## src/rtl/lc3_pipe_controller.sv

```systemverilog
// Stall/enable sequencer for the 5-stage LC-3 pipe: pipeline fill, instruction wait,
// branch bubbles, data-memory freeze and RAW handling. Optional macro: LC3_BYPASS_EN.
module lc3_pipe_controller #(
  parameter int BR_BUBBLES = 2
) (
  input  logic        clock,
  input  logic        reset,
  input  logic        complete_instr,
  input  logic        complete_data,
  input  logic [15:0] IR,
  input  logic [15:0] IR_Exec,
  input  logic [2:0]  NZP,
  output logic        enable_fetch,
  output logic        enable_updatePC,
  output logic        enable_decode,
  output logic        enable_execute,
  output logic        enable_writeback,
  output logic        br_taken,
  output logic [1:0]  mem_state,
  output logic        bypass_alu_1,
  output logic        bypass_alu_2
);

  typedef enum logic [1:0] {RUN, CTRL, MEM_IND, MEM_RW} state_t;

  localparam logic [3:0] OP_BR  = 4'b0000;
  localparam logic [3:0] OP_ADD = 4'b0001;
  localparam logic [3:0] OP_LD  = 4'b0010;
  localparam logic [3:0] OP_ST  = 4'b0011;
  localparam logic [3:0] OP_AND = 4'b0101;
  localparam logic [3:0] OP_LDR = 4'b0110;
  localparam logic [3:0] OP_STR = 4'b0111;
  localparam logic [3:0] OP_NOT = 4'b1001;
  localparam logic [3:0] OP_LDI = 4'b1010;
  localparam logic [3:0] OP_STI = 4'b1011;
  localparam logic [3:0] OP_JMP = 4'b1100;

  state_t      state_reg;
  logic [1:0]  cnt_reg;
  logic [2:0]  fill_sr_reg;
  logic        is_store_reg;
  logic [1:0]  mem_state_reg;

  logic [3:0]  op_d;
  logic [3:0]  op_x;
  logic        hazard_1;
  logic        hazard_2;
  logic        raw_stall;
  logic        fetch_req;
  logic        instr_wait;
  logic        advance;
  logic        unused_bits;

  assign op_d = IR[15:12];
  assign op_x = IR_Exec[15:12];
  assign unused_bits = ^{IR[11:9], IR[4:3], IR_Exec[8:0]};

  // RAW match: execute holds an ALU producer whose DR is a source of the decode instruction
  assign hazard_1 = (op_x inside {OP_ADD, OP_AND, OP_NOT}) && (IR_Exec[11:9] == IR[8:6]) &&
                    (op_d inside {OP_ADD, OP_AND, OP_NOT, OP_LDR, OP_STR, OP_JMP});
  assign hazard_2 = (op_x inside {OP_ADD, OP_AND, OP_NOT}) && (op_d inside {OP_ADD, OP_AND}) &&
                    !IR[5] && (IR_Exec[11:9] == IR[2:0]);

`ifdef LC3_BYPASS_EN
  assign bypass_alu_1 = hazard_1;
  assign bypass_alu_2 = hazard_2;
  assign raw_stall    = 1'b0;
`else
  logic stall_done_reg;

  assign bypass_alu_1 = 1'b0;
  assign bypass_alu_2 = 1'b0;
  // A held producer/consumer pair stalls once, then is released on the following cycle
  assign raw_stall    = (hazard_1 || hazard_2) && (state_reg == RUN) && !stall_done_reg;

  always_ff @(posedge clock) begin
    if (reset) stall_done_reg <= 1'b0;
    else       stall_done_reg <= raw_stall;
  end
`endif

  always_comb begin
    fetch_req = 1'b0;
    case (state_reg)
      RUN:     fetch_req = !raw_stall;
      CTRL:    fetch_req = (cnt_reg == 2'd0);
      default: fetch_req = 1'b0;
    endcase
    instr_wait       = fetch_req && !complete_instr;
    advance          = ((state_reg == RUN) || (state_reg == CTRL)) && !instr_wait;
    enable_fetch     = fetch_req && !instr_wait;
    enable_updatePC  = fetch_req && !instr_wait;
    enable_decode    = (state_reg == RUN) && advance && fill_sr_reg[0] && !raw_stall;
    enable_execute   = advance && fill_sr_reg[1];
    enable_writeback = advance && fill_sr_reg[2];
    br_taken         = (state_reg == CTRL) && (cnt_reg == 2'd0) &&
                       ((op_x == OP_JMP) || ((op_x == OP_BR) && |(IR_Exec[11:9] & NZP)));
  end

  assign mem_state = mem_state_reg;

  always_ff @(posedge clock) begin
    if (reset) begin
      state_reg     <= RUN;
      cnt_reg       <= 2'd0;
      fill_sr_reg   <= 3'b000;
      is_store_reg  <= 1'b0;
      mem_state_reg <= 2'd3;
    end else begin
      case (state_reg)
        RUN: if (advance) begin
          fill_sr_reg <= {fill_sr_reg[1:0], 1'b1};
          // memory in execute outranks a control instruction leaving decode
          if (op_x == OP_LDI || op_x == OP_STI) begin
            state_reg     <= MEM_IND;
            mem_state_reg <= 2'd2;
            is_store_reg  <= (op_x == OP_STI);
          end else if (op_x inside {OP_LD, OP_LDR, OP_ST, OP_STR}) begin
            state_reg     <= MEM_RW;
            mem_state_reg <= {1'b0, (op_x == OP_ST) || (op_x == OP_STR)};
            is_store_reg  <= (op_x == OP_ST) || (op_x == OP_STR);
          end else if (enable_decode && (op_d == OP_BR || op_d == OP_JMP)) begin
            state_reg <= CTRL;
            cnt_reg   <= 2'(BR_BUBBLES);
          end
        end
        CTRL: if (advance) begin
          fill_sr_reg <= {fill_sr_reg[1:0], 1'b1};
          if (cnt_reg == 2'd0) state_reg <= RUN;
          else                 cnt_reg   <= cnt_reg - 2'd1;
        end
        MEM_IND: if (complete_data) begin
          state_reg     <= MEM_RW;
          mem_state_reg <= {1'b0, is_store_reg};
        end
        default: if (complete_data) begin
          state_reg     <= RUN;
          mem_state_reg <= 2'd3;
        end
      endcase
    end
  end

endmodule

```

## config.mk

```make
export PLATFORM = sky130hd
export DESIGN_NAME = lc3_pipe_controller
export DESIGN_NICKNAME = d
export VERILOG_FILES = /design/src/rtl/lc3_pipe_controller.sv
export SDC_FILE = /design/constraint.sdc
export NUM_CORES = 1
export LEC_CHECK = 0
export BUFFER_PORTS_ARGS = -buffer_cell sky130_fd_sc_hd__clkbuf_2
export CORE_MARGIN = 1
export CORE_UTILIZATION = 35
export CTS_BUF_LIST = sky130_fd_sc_hd__clkbuf_4
export DETAILED_ROUTE_END_ITERATION = 10
export PLACE_DENSITY = 0.75
export SYNTH_ARGS = -nofsm -noshare
export SYNTH_HDL_FRONTEND = slang
export SYNTH_SLANG_ARGS = --single-unit
```

## constraint.sdc

```tcl
create_clock -name clock -period 2.4 [get_ports clock]
set_clock_uncertainty 0.15 [all_clocks]
set_input_delay 0.48 -clock clock [delete_from_list [all_inputs] [get_ports clock]]
set_output_delay 0.48 -clock clock [all_outputs]
set_load 0.005 [all_outputs]
```

==> results of run 1 <==
[cells in the final DEF (no fill, tap or decap), types with 3 or more instances in the layout]
cell	instances
nor3_1	3
clkbuf_4	4
nand2_1	4
nand2b_1	6
inv_1	9
nor2_1	5
nand4_1	3
dfxtp_1	11
mux2i_1	5
xor2_1	3
xnor2_1	4
a21oi_1	3
buf_4	18
nand3_1	3
clkbuf_2	31
[Yosys cell counts (2+ instances only)]
cell type	number	area share (%)
nor3_1	4	2.4
a31oi_1	2	1.5
nor2_1	6	2.7
nand2_1	4	1.8
dfxtp_1	11	26
nand2b_1	6	4.5
nor4b_1	2	2.1
nand3_1	3	1.8
clkbuf_1	3	1.3
inv_1	9	4.0
a21oi_1	3	1.8
o21ai_0	2	1.2
xnor2_1	4	4.2
xor2_1	3	3.1
mux2i_1	5	6.0
buf_4	3	2.7
nand4_1	3	2.2
and2_1	2	1.5
[per-layer routing]
layer	wire, µm	global-route usage (%)	part of all wire [%]	up-vias
met1	923	19.2	44	414
met2	1060	28.5	51	28
li1	-	-	-	464
met5	0	0	0	-
met4	25	10.2	1.2	0
met3	89	1.79	4.2	4
[cells by family after synthesis]
family / after synthesis / synth area share, %
muxes: 5 / 5.98
other: 1 / 0.448
buffers and inverters: 15 / 8.07
adders and majority gates: 1 / 1.49
xor gates and xnor gates: 7 / 7.32
DFF: 11 / 26.3
and+or+nand+nor: 37 / 28.3
AOI/OAI and AO/OA: 23 / 22.1
[where the power goes]
group          leakage (nW)  switching (mW)  internal (mW)
registers            0.0899         0.00867          0.197
clock network        0.0184          0.0625         0.0757
logic                 0.461          0.0862         0.0946
total                 0.569           0.157          0.367
[final timing paths]
path                 from       endpoint  slack (ns)  depth (start not counted)
min reg2reg  is_store_reg   is_store_reg        0.34                          2
max reg2reg  state_reg[1]     cnt_reg[0]        0.33                          6
max                IR[13]  enable_decode       -0.08                          7
min          is_store_reg   is_store_reg        0.34                          2
[critical path: stages]
cell,delay [ns]
buf_6,0.09
nand2b_4,0.13
or4_4,0.49
nor4_4,0.19
o41a_2,0.20
and3_1,0.16
clkbuf_2,0.11
[stage by stage]
step                cells  util (%)
finish                177      52.9
CTS                   177      52.3
detailed placement    171      50.3
global placement      171      50.3
floorplan             101         -
global route          177      52.9
[repair_timing]
| item | CTS | global route |
|---|---|---|
| pin swaps | 1 | 2 |
| endpoints found under the setup margin | 5 | 6 |
| buffers inserted | 2 | 0 |
| gates resized for setup | 0 | 3 |
[layout make-up]
class,count,area [µm²]
Fill cell,224,1050
Tap cell,28,35.0
Multi-Input combinational cell,75,561
Sequential cell,11,220
Timing Repair Buffer,50,302
Clock buffer,4,30.0
Inverter,9,33.8
==> flow_summary.ini, run 1 <==
[route]
dr.pass1.iters = 4
remaining_drc_errors = 0
via_per_inst = 5.14
drt_iter0_markers = 21
antenna_left = 0
wire_per_inst_um = 11.9
routed_wirelength_mm = 2.10
via_count = 910

[floorplanning]
start_util_pct = 37.5
fp.dieH_um = 50.9
io_pins = 49
die-width_um = 50.9
die-area_um2 = 2590
row_count = 17
core_um2 = 2230

[clocking]
clkTransAtPathRegs_ns = 0.07
htree_levels = 1
clock-root-buffer = clkbuf_4
cts_tree = done
clock_latency_ns = 0.27
cts_buffer_depth = 2
hold_buffers = 0
clock-sinks = 11
cts_buffers = 3

[global_route]
gr-total-overflow = 0
antenna_found_initial = 0
first_global_vias = 829
track_usage_pct = 16.5
grt_max_degree = 16
grt_first_pass_wirelength_mm = 3.28

[sta]
fin_setup_tns_ns = -0.191
fmax_mhz = 404
finalCriticalPeriod_ns = 2.48
fin_crit_sh_pct = 103
rsz0062_at_grt = yes
layout_setup_ws_ns = -0.0758
slew_viol_final = 0
finalSetupViolCount = 5
finalHoldViolCount = 0
hold_ws_ns = 0.336

[job]
maxCapViolCount = 0

[logic_synthesis]
async_flop_share_pct = 0
ys.warnings.count = 0
postSynthCellCount = 100
synth_area_um2 = 837
synth_cell_types = 43
synth_flop_cell = dfxtp_1
synth-seq-cells = 11
synth.avg_cell_area_um2 = 8.37
synth-edff-count = 0
seq_area_frac_synth_pct = 26.3

[setup_path]
worst-endpoint-required_ns = 1.77
worstPathArrival_ns = 1.85
worstSetupStartpointType = primary input
end_kind = primary output
crit_path_max_fanout = 4
worstSetupPathType = in -> out

[place]
gp_congestion = 0.792
dp_slack_ns = -0.104
port_buffers = 32
place_hpwl_mm = 1.70
post_dp_cell_area_um2 = 1120

[cells_and_area]
area_growth_pct = 41.1
nNetsFinal = 190
design_area_um2 = 1180
layout-drive-gt1-share_pct = 41.6
n_antenna_cell = 0
largest_register_ffs = 3

[run_status]
violations = setup timing
status = complete, but fails checks

[pwr]
leakage_nw = 0.569
vdd_drop_max_mv = 0.274
power_density_nw_per_um2 = 444
p_total_uw = 524

[hold_path]
hp-class = reg -> reg
Power figures use the tool's default switching activity.
==> run 2, diff against run 1 <==
==> constraint.sdc (replaced) <==
create_clock -name clock -period 2.4 [get_ports clock]
set_clock_uncertainty 0.15 [all_clocks]
set_input_delay 0.48 -clock clock [delete_from_list [all_inputs] [get_ports clock]]
set_output_delay 0.48 -clock clock [all_outputs]
set_load 0.01 [all_outputs]
==> run 2 against run 1 <==
  * The flow still finishes with violations (setup timing)
  * Sequential share of layout area shrank 0.27 points
  * Wire length grew 14%
  * Via count grew 8.2%
  * Final area grew 2.6%
  * Hold slack is essentially flat
  * Clock-buffer cell count is the same
  * First-iteration DRC count grew 57%
  * Critical path type unchanged
  * Non-clock buffer count grew 2
  * Clock power is essentially flat
  * Final cell count grew 1.1%
  * Die area is the same
  * Global-route usage grew 3.4 points
==> flow_summary.ini, run 2 (synthesis results as in run 1) <==
[global_route]
antenna_found_initial = 0
gr-total-overflow = 0
grt_max_degree = 16
grt_first_pass_wirelength_mm = 3.96
track_usage_pct = 19.9
first_global_vias = 995

[clocking]
cts_tree = done
htree_levels = 1
clock_latency_ns = 0.27
clkTransAtPathRegs_ns = 0.07
clock-sinks = 11
hold_buffers = 0
clock-root-buffer = clkbuf_4
cts_buffers = 3
cts_buffer_depth = 2

[cells_and_area]
n_antenna_cell = 0
nNetsFinal = 192
area_growth_pct = 44.8
fill_cells = 213
layout-drive-gt1-share_pct = 44.4
seq_area_um2 = 223
multi_input_area_um2 = 568
largest_register_ffs = 3
mostFrequentLayoutCells = clkbuf_2, buf_4, inv_1, dfxtp_1, nand2b_1
layout_commonest_cell = clkbuf_2

[route]
routed_wirelength_mm = 2.40
wire_per_inst_um = 13.4
drt_iter0_markers = 33
via_per_inst = 5.50
remaining_drc_errors = 0
via_count = 985
antenna_left = 0
dr.pass1.iters = 4

[sta]
finalHoldViolCount = 0
hold_ws_ns = 0.335
fin_crit_sh_pct = 107
fmax_mhz = 389
rsz0062_at_grt = yes
layout_setup_ws_ns = -0.170
finalSetupViolCount = 5
slew_viol_final = 0
finalCriticalPeriod_ns = 2.57

[setup_path]
ff2ff_path_depth = 6
worstPathArrival_ns = 1.94
path_buf_inv = 2
crit_path_max_fanout = 4
reg2reg_to = cnt_reg[0]
timing.rr.start = state_reg[1]
crit_slowest_cell = or4_4
slowest_delay_ns = 0.49
worst-endpoint-required_ns = 1.77
critPathTopFamily = simple AND/OR/NAND/NOR gates
path_cells = buf_6 > nand2b_4 > or4_4 > nor4_4 > o41a_2 > and3_1 > buf_2
worstSetupPathType = in -> out
worstSetupStartpointType = primary input
end_kind = primary output
reg2reg_slack_ns = 0.39

[hold_path]
hp-class = reg -> reg
worstHoldStart = is_store_reg
hold_depth = 2
whs_endpoint = is_store_reg

[floorplanning]
die-width_um = 50.9
core_um2 = 2230
fp.dieH_um = 50.9
die-area_um2 = 2590
row_count = 17
io_pins = 49
start_util_pct = 37.5

[place]
dp_slack_ns = -0.185
port_buffers = 32
place_hpwl_mm = 1.85
gp_congestion = 0.825

[pwr]
switchingPower_uw = 169
p_total_uw = 535
vdd_drop_max_mv = 0.491
leakage_nw = 0.588
combPwrFrac_pct = 35.4
p_int_uw = 367
clock_power_share_pct = 25.8
pwr-share-seq_pct = 38.8
switching_share_pct = 31.5
power_density_nw_per_um2 = 442

[run_status]
violations = setup timing
status = complete, but fails checks

[job]
maxCapViolCount = 0
==> run 2: worst reg2reg max path: cells and delay by family (launching register included) <==
kind                   cells  cell delay, ns
AO/OA/AOI/OAI              3            0.77
AND/OR/NAND/NOR            2            0.46
flip-flops                 1            0.34
buffers and inverters      1            0.17
==> run 2: routing by layer <==
metal / up-vias / share of wire (%) / track usage (%)
met5: - / 0 / 0
met4: 0 / 1.5 / 6.94
met3: 6 / 6.1 / 5.06
met2: 44 / 50 / 36.2
li1: 470 / - / -
met1: 465 / 42 / 22.0
==> run 2: power groups by stage <==
stage	sequential (mW)	combinational, mW	clock, mW
floorplan	0.209	0.101	0
global placement	0.209	0.174	0
detailed placement	0.210	0.180	0
CTS	0.206	0.182	0.143
global route	0.210	0.205	0.155
finish	0.208	0.189	0.138
==> run 2: timing repair <==
item / 4_1_cts / 5_1_grt
hold endpoints to repair: 0 / 0
pin swaps: 1 / 4
resized for setup: 1 / 10
setup endpoints to repair: 5 / 6
cloned: 0 / 0
buffers inserted: 1 / 1
==> run 2: worst max path at each step <==
stage / from / to / slack, ns / depth (start not counted)
after floorplan: IR[13] / enable_updatePC / -0.04 / 6
after global placement: IR[13] / enable_decode / -0.17 / 7
after detailed placement: IR[13] / enable_decode / -0.18 / 7
after CTS: IR[13] / enable_decode / -0.17 / 7
after global routing: IR[13] / enable_decode / -0.23 / 7
final: IR[13] / enable_decode / -0.17 / 7
==> run 2: metrics by stage <==
step	cells	TNS, ns	area, µm²	utilization [%]
2_1_floorplan	101	-0.0685	841	-
3_3_place_gp	173	-0.647	1140	50.9
3_5_place_dp	173	-0.739	1140	50.9
4_1_cts	178	-0.641	1180	52.7
5_1_grt	179	-0.931	1210	54.3
6_report	179	-0.630	1210	54.3
==> run 2: cell type report <==
type / instances / share of cell area (%)
tap: 28 / 2.89
clock buffer: 4 / 2.48
sequential: 11 / 18.4
inverter: 9 / 2.79
multi-input combinational: 75 / 46.9
timing repair buffer: 52 / 26.6
==> run 3, diff against run 2 <==
--- a/config.mk
+++ b/config.mk
@@ -6,11 +6,13 @@
 export NUM_CORES = 1
 export LEC_CHECK = 0
 export BUFFER_PORTS_ARGS = -buffer_cell sky130_fd_sc_hd__clkbuf_2
+export CAP_MARGIN = 10
 export CORE_MARGIN = 1
 export CORE_UTILIZATION = 35
 export CTS_BUF_LIST = sky130_fd_sc_hd__clkbuf_4
 export DETAILED_ROUTE_END_ITERATION = 10
-export PLACE_DENSITY = 0.75
+export PLACE_DENSITY = 0.66
+export SKIP_LAST_GASP = 1
 export SYNTH_ARGS = -nofsm -noshare
 export SYNTH_HDL_FRONTEND = slang
 export SYNTH_SLANG_ARGS = --single-unit
==> run 3 against run 2 <==
  * The run still ends with setup timing left
  * Maximum frequency is 1.7% higher
  * Die area stayed put
  * Critical path depth stayed put
  * Final cell count is 0.56% lower
  * Largest power group unchanged
  * Combinational power is 2% higher
  * Flip-flop and latch count stayed put
  * Critical endpoint unchanged
  * Hold slack worse by 0.0050 ns
  * Via count is 5.5% lower
  * Sequential share of layout area is 0.15 points lower
  * Clock-buffer cell count stayed put
==> flow_summary.ini, run 3 (synthesis results as in run 1) <==
[run_status]
status = complete, but fails checks
violations = setup timing

[cells_and_area]
nNetsFinal = 191
layout_commonest_cell = clkbuf_2
n_antenna_cell = 0
largest_register_ffs = 3
area_growth_pct = 44.4
layout-drive-gt1-share_pct = 44.0
mostFrequentLayoutCells = clkbuf_2, buf_4, dfxtp_1

[sta]
layout_setup_ws_ns = -0.126
hold_ws_ns = 0.330
finalSetupViolCount = 5
finalCriticalPeriod_ns = 2.53
fin_crit_sh_pct = 105
rsz0062_at_grt = yes
finalHoldViolCount = 0
slew_viol_final = 0
fmax_mhz = 396

[clocking]
cts_buffer_depth = 2
cts_buffers = 3
htree_levels = 1
cts_tree = done
clock_latency_ns = 0.27
clock-sinks = 11
clock-root-buffer = clkbuf_4
clkTransAtPathRegs_ns = 0.07

[floorplanning]
start_util_pct = 37.5
io_pins = 49
die-width_um = 50.9
die-area_um2 = 2590
row_count = 17
core_um2 = 2230
fp.dieH_um = 50.9

[setup_path]
worst-endpoint-required_ns = 1.77
slowest_delay_ns = 0.49
cpMostUsedCell = buf_6
path_cells = buf_6 > nand2b_4 > or4_4 > nor4_4 > o41a_2 > and3_4 > buf_6
ff2ff_path_depth = 6
crit_slowest_cell = or4_4
worstSetupStartpointType = primary input
end_kind = primary output
crit_path_max_fanout = 4
worstSetupPathType = in -> out
worstPathArrival_ns = 1.90

[route]
remaining_drc_errors = 0
antenna_left = 0
via_per_inst = 5.23
wire_per_inst_um = 12.9
via_count = 931
drt_iter0_markers = 25
routed_wirelength_mm = 2.30
dr.pass1.iters = 4

[pwr]
power_density_nw_per_um2 = 445
p_total_uw = 537
leakage_nw = 0.579
vdd_drop_max_mv = 0.307

[global_route]
grt_max_degree = 16
antenna_found_initial = 0
met2_usage_pct = 33.8
gr-total-overflow = 0
track_usage_pct = 19.5
grt_util_met3_pct = 2.68
use_met1_pct = 22.4
first_global_vias = 904
grt-busiest-layer = met2
grt_first_pass_wirelength_mm = 3.81

[job]
maxCapViolCount = 0

[place]
port_buffers = 32
place_hpwl_mm = 1.83
gp_congestion = 0.832

[hold_path]
hold_depth = 2
hp-class = reg -> reg
-- run 3: changes by cell type in the layout (fill, tap and decap cells not counted), sizes merged --
cell,before,now
buf,24,21
clkbuf,32,34
-- run 3: what timing repair did --
action / in CTS / in global routing
setup buffers: 2 / 2
hold buffers: 0 / 0
pin swaps: 0 / 1
setup endpoints to repair: 5 / 6
gates resized for setup: 1 / 7
-- run 3: power by group --
group	total, mW	internal, mW	switching (mW)
clock	0.138	0.0756	0.0623
combinational	0.193	0.0982	0.0945
sequential	0.207	0.197	0.0101
-- run 3: per-stage QoR --
stage               std cells  setup TNS (ns)  setup WS [ns]  utilization, %  instance area [µm²]
floorplan                 101         -0.0685        -0.0445               -                  841
global placement          170          -0.270         -0.106            49.9                 1110
detailed placement        170          -0.463         -0.150            49.9                 1110
CTS                       176          -0.532         -0.128            52.2                 1160
global route              178          -0.937         -0.198            54.1                 1210
finish                    178          -0.577         -0.126            54.1                 1210
-- run 3: path summary, 6_finish.rpt --
check / slack (ns) / endpoint / startpoint
min: 0.33 / is_store_reg / is_store_reg
max: -0.13 / enable_decode / IR[13]
min reg2reg: 0.33 / is_store_reg / is_store_reg
max reg2reg: 0.33 / cnt_reg[0] / state_reg[1]
-- run 3: critical path, delay by kind of cell --
family	cells	cell delay, ns
buffers and inverters	2	0.18
AOI/OAI and AO/OA	1	0.22
and+or+nand+nor	4	1.00
-- run 3: cell type report --
class	count	area [µm²]
fillers	232	1020
multi-input cells	75	574
repair buffers	51	315
flip-flops and latches	11	220
well taps	28	35.0
inverters	9	33.8
clock buffers	4	30.0
-- run 3: per-layer routing --
layer	up-vias	share of wire, %	wire length [µm]
met2	29	54	1230
met3	4	4.7	107
met5	-	0	0
li1	465	-	-
met1	433	40	925
met4	0	1.4	33
